**config.mk**
```make
export PLATFORM = sky130hd
export DESIGN_NAME = demux1to3_32b_buf
export DESIGN_NICKNAME = d
export VERILOG_FILES = /design/src/rtl/demux1to3_32b_buf.sv
export SDC_FILE = /design/constraint.sdc
export NUM_CORES = 1
export LEC_CHECK = 0
export ABC_AREA = 1
export BUFFER_PORTS_ARGS = -buffer_cell sky130_fd_sc_hd__buf_4
export CORE_UTILIZATION = 45
export CTS_CLUSTER_DIAMETER = 50
export CTS_CLUSTER_SIZE = 28
export DETAILED_ROUTE_END_ITERATION = 8
export HOLD_SLACK_MARGIN = 0.1
export PLACE_DENSITY = 0.8
export SYNTH_ARGS = -nofsm -noshare
export SYNTH_HDL_FRONTEND = slang
export SYNTH_SLANG_ARGS = --single-unit
```
**constraint.sdc**
```tcl
create_clock -name clk -period 3.8 [get_ports clk]
set_input_delay 0.38 -clock clk [delete_from_list [all_inputs] [get_ports clk]]
set_output_delay 0.38 -clock clk [all_outputs]
set_load 0.02 [all_outputs]
```
**src/rtl/demux1to3_32b_buf.sv**
```systemverilog
// Registered 1-to-3 distributor: one input word is steered by in_sel to one of
// three single-entry output buffers, each with its own valid/ready handshake.
module demux1to3_32b_buf #(
    parameter int WIDTH = 32,
    parameter int CNT_W = 8
) (
    input  logic             clk,
    input  logic             reset_n,
    input  logic [WIDTH-1:0] in_data,
    input  logic [1:0]       in_sel,
    input  logic             in_valid,
    output logic             in_ready,
    output logic [WIDTH-1:0] out0_data,
    output logic             out0_valid,
    input  logic             out0_ready,
    output logic [WIDTH-1:0] out1_data,
    output logic             out1_valid,
    input  logic             out1_ready,
    output logic [WIDTH-1:0] out2_data,
    output logic             out2_valid,
    input  logic             out2_ready,
    output logic             err,
    input  logic             err_clr,
    output logic [CNT_W-1:0] drop_count,
    output logic [CNT_W-1:0] deliver_count
);

    localparam logic [CNT_W-1:0] CNT_MAX = '1;

    logic [WIDTH-1:0] data_q [3];
    logic [WIDTH-1:0] data_d [3];
    logic [2:0]       valid_q, valid_d;
    logic             err_q, err_d;
    logic [CNT_W-1:0] drop_q, drop_d;
    logic [CNT_W-1:0] deliver_q, deliver_d;

    logic [2:0]       ready_vec;
    logic [2:0]       take;
    logic [2:0]       load;
    logic             accept;
    logic             illegal;
    logic [1:0]       n_take;
    logic [CNT_W:0]   deliver_sum;

    assign ready_vec = {out2_ready, out1_ready, out0_ready};

    // in_ready looks only at the addressed channel, so a stall elsewhere never blocks
    always_comb begin
        case (in_sel)
            2'd0:    in_ready = !valid_q[0] || out0_ready;
            2'd1:    in_ready = !valid_q[1] || out1_ready;
            2'd2:    in_ready = !valid_q[2] || out2_ready;
            default: in_ready = 1'b1;
        endcase
    end

    assign accept  = in_valid && in_ready;
    assign illegal = accept && (in_sel == 2'b11);

    always_comb begin
        take    = valid_q & ready_vec;
        load    = 3'b000;
        valid_d = valid_q;
        for (int k = 0; k < 3; k++) begin
            data_d[k] = data_q[k];
            load[k]   = accept && (in_sel == 2'(k));
            // A load in the same edge as a drain refills the buffer without a bubble
            if (load[k]) begin
                data_d[k]  = in_data;
                valid_d[k] = 1'b1;
            end else if (take[k]) begin
                valid_d[k] = 1'b0;
            end
        end
    end

    always_comb begin
        n_take      = {1'b0, take[0]} + {1'b0, take[1]} + {1'b0, take[2]};
        deliver_sum = {1'b0, deliver_q} + (CNT_W + 1)'(n_take);
        deliver_d   = (deliver_sum > {1'b0, CNT_MAX}) ? CNT_MAX : deliver_sum[CNT_W-1:0];
        drop_d      = (illegal && (drop_q != CNT_MAX)) ? drop_q + CNT_W'(1) : drop_q;
        // A drop in the same cycle as err_clr keeps the flag set
        err_d       = illegal || (err_q && !err_clr);
    end

    always_ff @(posedge clk or negedge reset_n) begin
        if (!reset_n) begin
            for (int k = 0; k < 3; k++) begin
                data_q[k] <= '0;
            end
            valid_q   <= '0;
            err_q     <= 1'b0;
            drop_q    <= '0;
            deliver_q <= '0;
        end else begin
            for (int k = 0; k < 3; k++) begin
                data_q[k] <= data_d[k];
            end
            valid_q   <= valid_d;
            err_q     <= err_d;
            drop_q    <= drop_d;
            deliver_q <= deliver_d;
        end
    end

    assign out0_data     = data_q[0];
    assign out1_data     = data_q[1];
    assign out2_data     = data_q[2];
    assign out0_valid    = valid_q[0];
    assign out1_valid    = valid_q[1];
    assign out2_valid    = valid_q[2];
    assign err           = err_q;
    assign drop_count    = drop_q;
    assign deliver_count = deliver_q;

endmodule
```
==> run_results.csv, run 1 <==
group,metric,value,unit
route,wl_met2,6840,um
finish,syn_to_final_growth,37.3,%
place,gp_congestion,0.856,
cts,post_cts_buffers,0,
power,p_clk_share,35.9,%
finish,antenna_cells,0,
route,wl,13900,um
worst_setup_path,crit_start,"out0_ready",
power,power_switching,0.00149,W
worst_setup_path,arrival,2.37,ns
yosys,syn-instance-count,568,
cts,cts_root_buf,"clkbuf_8",
place,dp.cells,833,
power,p_leak,3.79,nW
sta,setup_tns,0,ns
cts,clk_path_buf_depth,2,
yosys,synth.most_common_cell,"nand2_1",
route,drt_iter0_drc,335,
sta,final-max-slew-violation-count,0,
die,die_h,108,um
min_path,hp-class,"in -> reg",
route,avgRoutedWirePerCell,16.1,um
global_route,grt_usage,25.0,%
cts,cts_tree,"done",
worst_setup_path,path_class,"in -> out",
power,cellPowerDensity,665,nW/um^2
global_route,grt_pass1_vias,4442,
yosys,synth_top_area_share,57.5,%
finish,drive_above_1_share,28.0,%
yosys,synth_top_family_by_area,"simple AND/OR/NAND/NOR gates",
power,irDropWorstVdd,0.336,mV
route,route.met3.wl,1200,um
route,drtAntennaViolNets,0,
die,core,10900,sq um
yosys,yosys_most_used_dff,"dfrtp_1",
yosys,syn_nets,614,
cts,clock_sinks,116,
yosys,post_synth_and_or_nand_nor_area_fraction,32.4,%
finish,nFillCells,892,
sta,rsz0062_at_grt,"no",
cts,cts.clk_slew.worst_paths,0.06,ns
route,wl_met1,5740,um
power,totalPowerFinal,0.00461,W
die,die_w,108,um
finish,finalNetCount,761,
die,die_area,11600,sq um
yosys,synth-warning-count,0,
yosys,ys_top_cells_by_area,"dfrtp_1 (58%), nand2_1 (18%), nand4_1 (12%), inv_1 (2.2%), buf_2 (1.7%)",
die,initial_core_util,46.4,%
yosys,yosys-top-cells-count,"nand2_1 (238), dfrtp_1 (116), nand4_1 (96), inv_1 (29), clkbuf_1 (18)",
sta,max-slew-margin-rel,46.5,%
job,cap_violations,0,
sta,period_needed,2.75,ns
power,seqPwrFrac,36.8,%
yosys,synth-adder-area-share,1.54,%
power,pwr-share-comb,27.3,%
worst_setup_path,startpoint_type,"primary input",
yosys,ys_seq_area_share,57.5,%
cts,clock_latency,0.51,ns
yosys,synth_area_leader_cell,"dfrtp_1",
sta,finalClockSkew,0.00723,ns
worst_setup_path,crit_fanout,50,
cts,numCtsBuffers,17,
yosys,ys_seq_elements,116,
yosys,synth_edf_count,0,
cts,htreeDepth,4,
global_route,grt_pass1_wl,22200,um
global_route,grt_max_degree,61,
global_route,antenna_found_initial,0,
sta,worst_pin_slew,0.801,ns
route,drc,0,
yosys,synth_area,5050,sq um
place,port_buffers,157,
die,design.portCount,158,
global_route,grt.overflow.total,0,
worst_setup_path,endpoint_kind,"primary output",
route,routed.top_layer,"met4",
finish,regArea,2900,sq um
finish,multiInputGateArea,1840,sq um
power,p_int,0.00312,W
outcome,status,"complete, no violations",
yosys,synthArstFlopShare,100,%
yosys,synth.avg_cell_area,8.89,sq um
worst_setup_path,r2r-start,"valid_q[0]$_DFFE_PN0P_",
place,dp_hpwl,9070,um
yosys,synthDistinctLibCells,26,
sta,finalSetupViolations,0,
die,rows,38,
finish,fin_cells,868,
sta,fmax,363,MHz
power,p_sw_share,32.3,%
yosys,synth_xor_area_share,1.04,%
route,via_per_inst,5.35,
sta,post-route-period-util,72.4,%
yosys,synth_compound_area_share,1.36,%
route,vias,4640,
sta,hold_viol_final,0,
min_path,min_from,"in_data[9]",
worst_setup_path,cp.required,3.42,ns
yosys,synth_mux_area_share,0,%
route,dr.pass1.iters,5,
[metrics by stage]
| stage | cell area (sq um) | worst slack [ns] | utilization (%) | hold slack (ns) |
|---|---|---|---|---|
| floorplan | 5050 | 1.59 | - | 0.0844 |
| global placement | 6290 | 1.45 | 57.7 | 0.457 |
| detailed placement | 6290 | 1.38 | 57.7 | 0.462 |
| CTS | 6930 | 1.06 | 63.7 | 0.122 |
| global route | 6930 | 0.965 | 63.7 | 0.123 |
| finish | 6930 | 1.05 | 63.7 | 0.143 |
[power by group through the flow]
stage	registers [W]	logic, W	clock network, W
after floorplan	0.00201	0.000341	0
after global placement	0.00170	0.00123	0
after detailed placement	0.00171	0.00126	0
after CTS	0.00169	0.00127	0.00168
after global routing	0.00173	0.00137	0.00174
final	0.00170	0.00126	0.00165
[repair_timing]
item / 4_1_cts / 5_1_grt
hold buffers: 3 / 0
hold endpoints to repair: 58 / 0
resized for setup: 0 / 0
[area by class of cell]
cell class              count  area share (%)
clock buffers              22            6.68
clock inverters            10            2.20
inverters                  30            1.62
multi-input cells         382            26.6
flip-flops and latches    116            41.9
well taps                 140            2.53
repair buffers            168            18.5
[worst max-delay path, cell delays in order]
cell           delay, ns
dlygate4sd3_1       0.53
buf_4               0.15
o21ai_1             0.21
nand3_4             0.46
buf_4               0.42
buf_4               0.19
[per-layer routing]
metal / vias up / GRT usage (%)
li1: 2181 / -
met1: 2242 / 32.2
met2: 203 / 40.0
met3: 14 / 7.57
met4: 0 / 8.51
met5: - / 0
[flip-flops by register name, summed over array words and instances (netlist names)]
signal / flops
out2_data: 32
out0_data: 32
out1_data: 32
err: 1
deliver_count: 8
drop_count: 8
valid_q: 3
[cells by family after synthesis]
group                    after synthesis
buffers and inverters                 70
XOR/XNOR                               6
AO/OA/AOI/OAI                         13
adder cells (fa/ha/maj)                5
AND/OR/NAND/NOR                      358
flip-flops                           116
[layout by cell type, fill, tap and decap left out]
master / n
a21oi_1: 2
a31oi_1: 1
buf_12: 1
buf_4: 164
bufinv_16: 4
clkbuf_1: 2
clkbuf_16: 16
clkbuf_8: 4
clkinv_2: 5
clkinvlp_4: 1
dfrtp_1: 116
dlygate4sd3_1: 3
fa_1: 2
ha_1: 3
inv_1: 29
inv_2: 1
nand2_1: 238
nand2_2: 1
nand3_1: 7
nand3_2: 2
nand3_4: 1
nand4_1: 96
nor2_1: 6
nor2_2: 1
nor2_4: 2
nor3_1: 3
o21a_1: 1
o21ai_0: 7
o21ai_1: 2
or2_2: 1
xnor2_1: 2
xor2_1: 4
[worst paths after layout]
check,endpoint,slack (ns),cells past startpoint
max,in_ready,1.05,6
min,out2_data[9]$_DFFE_PN0P_,0.14,3
max reg2reg,deliver_count[6]$_DFF_PN0_,1.46,11
min reg2reg,out0_data[7]$_DFFE_PN0P_,0.47,2
max in group asynchronous,drop_count[0]$_DFFE_PN0P_,2.54,3
min in group asynchronous,deliver_count[4]$_DFF_PN0_,0.48,2
Power figures use the tool's default switching activity.
==> run 2, diff against run 1 <==
==> constraint.sdc (replaced) <==
create_clock -name clk -period 2.85 [get_ports clk]
set_input_delay 0.285 -clock clk [delete_from_list [all_inputs] [get_ports clk]]
set_output_delay 0.285 -clock clk [all_outputs]
set_load 0.02 [all_outputs]
==> run_results.csv, run 2 (synthesized netlist as in run 1, its figures left out) <==
group,metric,value,unit
outcome,status,"complete, no violations",
cts,htreeDepth,4,
sta,hold_viol_final,0,
min_path,hp-class,"in -> reg",
finish,regArea,2900,sq um
finish,syn_to_final_growth,43.0,%
place,placed_cell_area,6310,sq um
cts,clock_latency,0.52,ns
global_route,grt_pass1_wl,24000,um
sta,finalSetupViolations,0,
global_route,grt.overflow.total,0,
route,avgRoutedWirePerCell,16.4,um
place,gp_congestion,0.832,
worst_setup_path,r2r-start,"valid_q[2]$_DFFE_PN0P_",
min_path,min_from,"in_sel[0]",
cts,numCtsBuffers,17,
power,power_switching,0.00198,W
power,p_sw_share,33.5,%
sta,max-slew-margin-rel,49.2,%
sta,finalClockSkew,0.0131,ns
finish,finalNetCount,799,
power,p_leak,3.91,nW
die,rows,38,
place,dp.cells,836,
place,dp_hpwl,9270,um
power,pwr-share-comb,29.4,%
sta,final-max-slew-violation-count,0,
cts,clk_path_buf_depth,2,
global_route,grt_pass1_vias,4789,
global_route,antenna_found_initial,0,
die,design.portCount,158,
route,vias,4893,
die,die_w,108,um
cts,cts_root_buf,"clkbuf_8",
job,cap_violations,0,
worst_setup_path,endpoint_kind,"primary output",
power,cellPowerDensity,819,nW/um^2
finish,drive_above_1_share,26.8,%
route,dr.pass1.iters,7,
route,via_per_inst,5.42,
finish,layout_commonest_cell,"nand2_1",
finish,fin_cells,902,
worst_setup_path,worst_path_most_repeated_cell,"buf_4",
power,p_clk_share,32.3,%
sta,worst_pin_slew,0.762,ns
route,drc,0,
cts,cts_tree,"done",
cts,cts.clk_slew.worst_paths,0.05,ns
worst_setup_path,crit_path_cell_trace,"dlygate4sd3_1 > buf_4 > nor2_4 > o21ai_1 > nand3_4 > buf_4 > buf_4",
worst_setup_path,crit_start,"in_sel[1]",
worst_setup_path,crit_fanout,62,
die,die_area,11600,sq um
die,core,10900,sq um
route,wl,14800,um
sta,setup_tns,0,ns
global_route,grt_max_degree,63,
sta,fmax,409,MHz
finish,most-common-layout-cells,"nand2_1 (238), buf_4 (167), dfrtp_1 (116)",
route,drt_iter0_drc,384,
die,initial_core_util,46.4,%
worst_setup_path,crit_path_max_incr_delay,0.54,ns
worst_setup_path,path_class,"in -> out",
finish,nFillCells,818,
finish,antenna_cells,0,
worst_setup_path,startpoint_type,"primary input",
place,port_buffers,157,
cts,clock_sinks,116,
power,seqPwrFrac,38.3,%
worst_setup_path,slowest_stage,"dlygate4sd3_1",
sta,period_needed,2.44,ns
die,die_h,108,um
sta,post-route-period-util,85.7,%
cts,ctsResizeCount,0,
worst_setup_path,cp.required,2.57,ns
global_route,grt_usage,26.8,%
power,p_int,0.00393,W
finish,multiInputGateArea,1840,sq um
power,irDropWorstVdd,0.445,mV
sta,rsz0062_at_grt,"no",
worst_setup_path,arrival,2.16,ns
finish,fin_area,7220,sq um
route,drtAntennaViolNets,0,
## run 2: final timing paths
path / to / slack [ns] / depth (start not counted)
max: in_ready / 0.41 / 7
min: err$_DFF_PN0_ / 0.14 / 3
max reg2reg: deliver_count[2]$_DFF_PN0_ / 0.56 / 11
min reg2reg: out1_data[22]$_DFFE_PN0P_ / 0.47 / 2
max in group asynchronous: out0_data[25]$_DFFE_PN0P_ / 1.67 / 3
min in group asynchronous: deliver_count[4]$_DFF_PN0_ / 0.39 / 2
## run 2: power groups by stage
stage	Sequential [W]	Clock (W)	Combinational, W
after global placement	0.00226	0	0.00166
after floorplan	0.00267	0	0.000455
after CTS	0.00226	0.00194	0.00174
final	0.00226	0.00191	0.00174
after detailed placement	0.00228	0	0.00170
after global routing	0.00231	0.00201	0.00189
## run 2: critical path: cells and delay by family
kind	cells	cell delay, ns
AOI/OAI and AO/OA	1	0.11
buffers and inverters	4	1.47
and+or+nand+nor	2	0.24
## run 2: cell type report
cell class	count	share of cell area (%)
clock buffers	22	6.55
clock inverters	6	0.763
inverters	30	1.56
multi-input cells	382	25.6
flip-flops and latches	116	40.2
well taps	140	2.43
repair buffers	206	22.9
## run 2: layer usage
metal,wire [um],track usage [%],up-vias,part of all wire (%)
li1,-,-,2254,-
met1,5950,34.3,2359,40
met2,7390,44.1,244,50
met3,1160,7.26,36,7.8
met4,306,9.00,0,2.1
met5,0,0,-,0
## run 2: what timing repair did
action                                 CTS  global route
hold buffers                            38             0
endpoints found under the hold margin  157             0
buffers inserted                         0             0
## run 2: metrics by stage
step / setup slack (ns) / total power, W / utilization, % / hold slack [ns]
after floorplan: 0.637 / 0.00313 / - / -0.0106
after global placement: 0.656 / 0.00391 / 57.9 / 0.392
after detailed placement: 0.537 / 0.00397 / 57.9 / 0.405
after CTS: 0.419 / 0.00594 / 66.3 / 0.110
after global routing: 0.302 / 0.00621 / 66.3 / 0.156
final: 0.408 / 0.00591 / 66.3 / 0.137
==> run 3, diff against run 2 <==
==> constraint.sdc (replaced) <==
create_clock -name clk -period 2.8 [get_ports clk]
set_input_delay 0.28 -clock clk [delete_from_list [all_inputs] [get_ports clk]]
set_output_delay 0.28 -clock clk [all_outputs]
set_load 0.02 [all_outputs]
==> run_results.csv, run 3 (synthesized netlist as in run 1, its figures left out) <==
group,metric,value,unit
route,drt_iter0_drc,367,
die,rows,38,
cts,clock_latency,0.51,ns
route,drtAntennaViolNets,0,
finish,finalNetCount,802,
place,dp.cells,838,
worst_setup_path,rr_worst_depth,11,
sta,period_needed,2.42,ns
cts,cts_hold_buffers,39,
route,wl,15100,um
sta,setup_tns,0,ns
worst_setup_path,arrival,2.14,ns
place,dp_hpwl,9310,um
cts,cts_tree,"done",
worst_setup_path,startpoint_type,"primary input",
sta,max-slew-margin-rel,59.3,%
global_route,grt_pass1_vias,4848,
worst_setup_path,crit_fanout,62,
finish,drive_above_1_share,27.3,%
finish,antenna_cells,0,
worst_setup_path,path_class,"in -> out",
route,vias,4911,
route,via_per_inst,5.40,
cts,cts.clk_slew.worst_paths,0.06,ns
finish,regArea,2900,sq um
cts,ctsResizeCount,0,
sta,worst_pin_slew,0.611,ns
sta,finalSetupViolations,0,
job,cap_violations,0,
global_route,grt.overflow.total,0,
min_path,whs_path_depth,5,
worst_setup_path,cp.required,2.52,ns
sta,final-max-slew-violation-count,0,
cts,post_cts_buffers,0,
outcome,status,"complete, no violations",
finish,multiInputGateArea,1840,sq um
die,die_area,11600,sq um
min_path,hp-class,"in -> reg",
global_route,grt_max_degree,63,
die,design.portCount,158,
route,avgRoutedWirePerCell,16.6,um
finish,most-common-layout-cells,"nand2_1 (238), buf_4 (170), dfrtp_1 (116)",
finish,fin_cells,909,
power,p_leak,3.93,nW
cts,numCtsBuffers,17,
die,die_w,108,um
finish,syn_to_final_growth,43.7,%
die,core,10900,sq um
sta,fmax,413,MHz
sta,finalClockSkew,0.00686,ns
worst_setup_path,endpoint_kind,"primary output",
place,port_buffers,157,
route,dr.pass1.iters,5,
cts,cts_root_buf,"clkbuf_8",
cts,clk_path_buf_depth,2,
die,initial_core_util,46.4,%
global_route,grt_usage,27.2,%
sta,rsz0062_at_grt,"no",
finish,nFillCells,822,
finish,layout_commonest_cell,"nand2_1",
cts,htreeDepth,4,
sta,post-route-period-util,86.6,%
cts,clock_sinks,116,
place,gp_congestion,0.826,
die,die_h,108,um
route,drc,0,
global_route,antenna_found_initial,0,
sta,hold_viol_final,0,
power,irDropWorstVdd,0.464,mV
power,cellPowerDensity,836,nW/um^2
global_route,grt_pass1_wl,24200,um
-- run 3: power breakdown --
part,total (W),internal (W),switching [W]
Clock,0.00198,0.00126,0.000728
Combinational,0.00178,0.000724,0.00105
Sequential,0.00230,0.00204,0.000266
-- run 3: area by class of cell --
class	instances	area share, %
Clock buffer	22	6.52
Clock inverter	10	1.10
Inverter	30	1.55
Multi-Input combinational cell	382	25.4
Sequential cell	116	40.0
Tap cell	140	2.41
Timing Repair Buffer	209	23.0
-- run 3: path summary, 6_finish.rpt --
check                                                from                    endpoint  slack [ns]
min in group asynchronous                         reset_n  deliver_count[3]$_DFF_PN0_        0.30
worst max register to register     valid_q[2]$_DFFE_PN0P_  deliver_count[6]$_DFF_PN0_        0.42
worst min-delay path                            in_sel[0]   drop_count[6]$_DFFE_PN0P_        0.24
worst min register to register  out1_data[22]$_DFFE_PN0P_   out1_data[22]$_DFFE_PN0P_        0.47
worst max-delay path                            in_sel[1]                    in_ready        0.38
max in group asynchronous                         reset_n   out2_data[28]$_DFFE_PN0P_        1.62
-- run 3: through the flow --
| stage | setup slack, ns | util (%) | hold WS [ns] | cell area, sq um | power, W |
|---|---|---|---|---|---|
| 2_1_floorplan | 0.587 | - | -0.0156 | 5050 | 0.00319 |
| 3_3_place_gp | 0.610 | 58.0 | 0.295 | 6310 | 0.00398 |
| 3_5_place_dp | 0.441 | 58.0 | 0.304 | 6310 | 0.00404 |
| 4_1_cts | 0.409 | 66.6 | 0.230 | 7250 | 0.00609 |
| 5_1_grt | 0.204 | 66.6 | 0.277 | 7250 | 0.00637 |
| 6_report | 0.376 | 66.6 | 0.244 | 7250 | 0.00607 |
-- run 3: worst max-delay path, cell delays in order --
cell and delay [ns]:
dlygate4sd3_1 0.54, buf_4 0.17, nor2_4 0.11, o21ai_1 0.11, nand3_4 0.13, buf_4 0.51
buf_4 0.26
-- run 3: routing by layer --
metal / share of wire, % / GRT usage [%] / vias up
met5: 0 / 0 / -
met4: 2.2 / 11.8 / 0
met3: 7.8 / 7.63 / 39
met2: 50 / 44.7 / 244
met1: 39 / 33.7 / 2370
li1: - / - / 2258
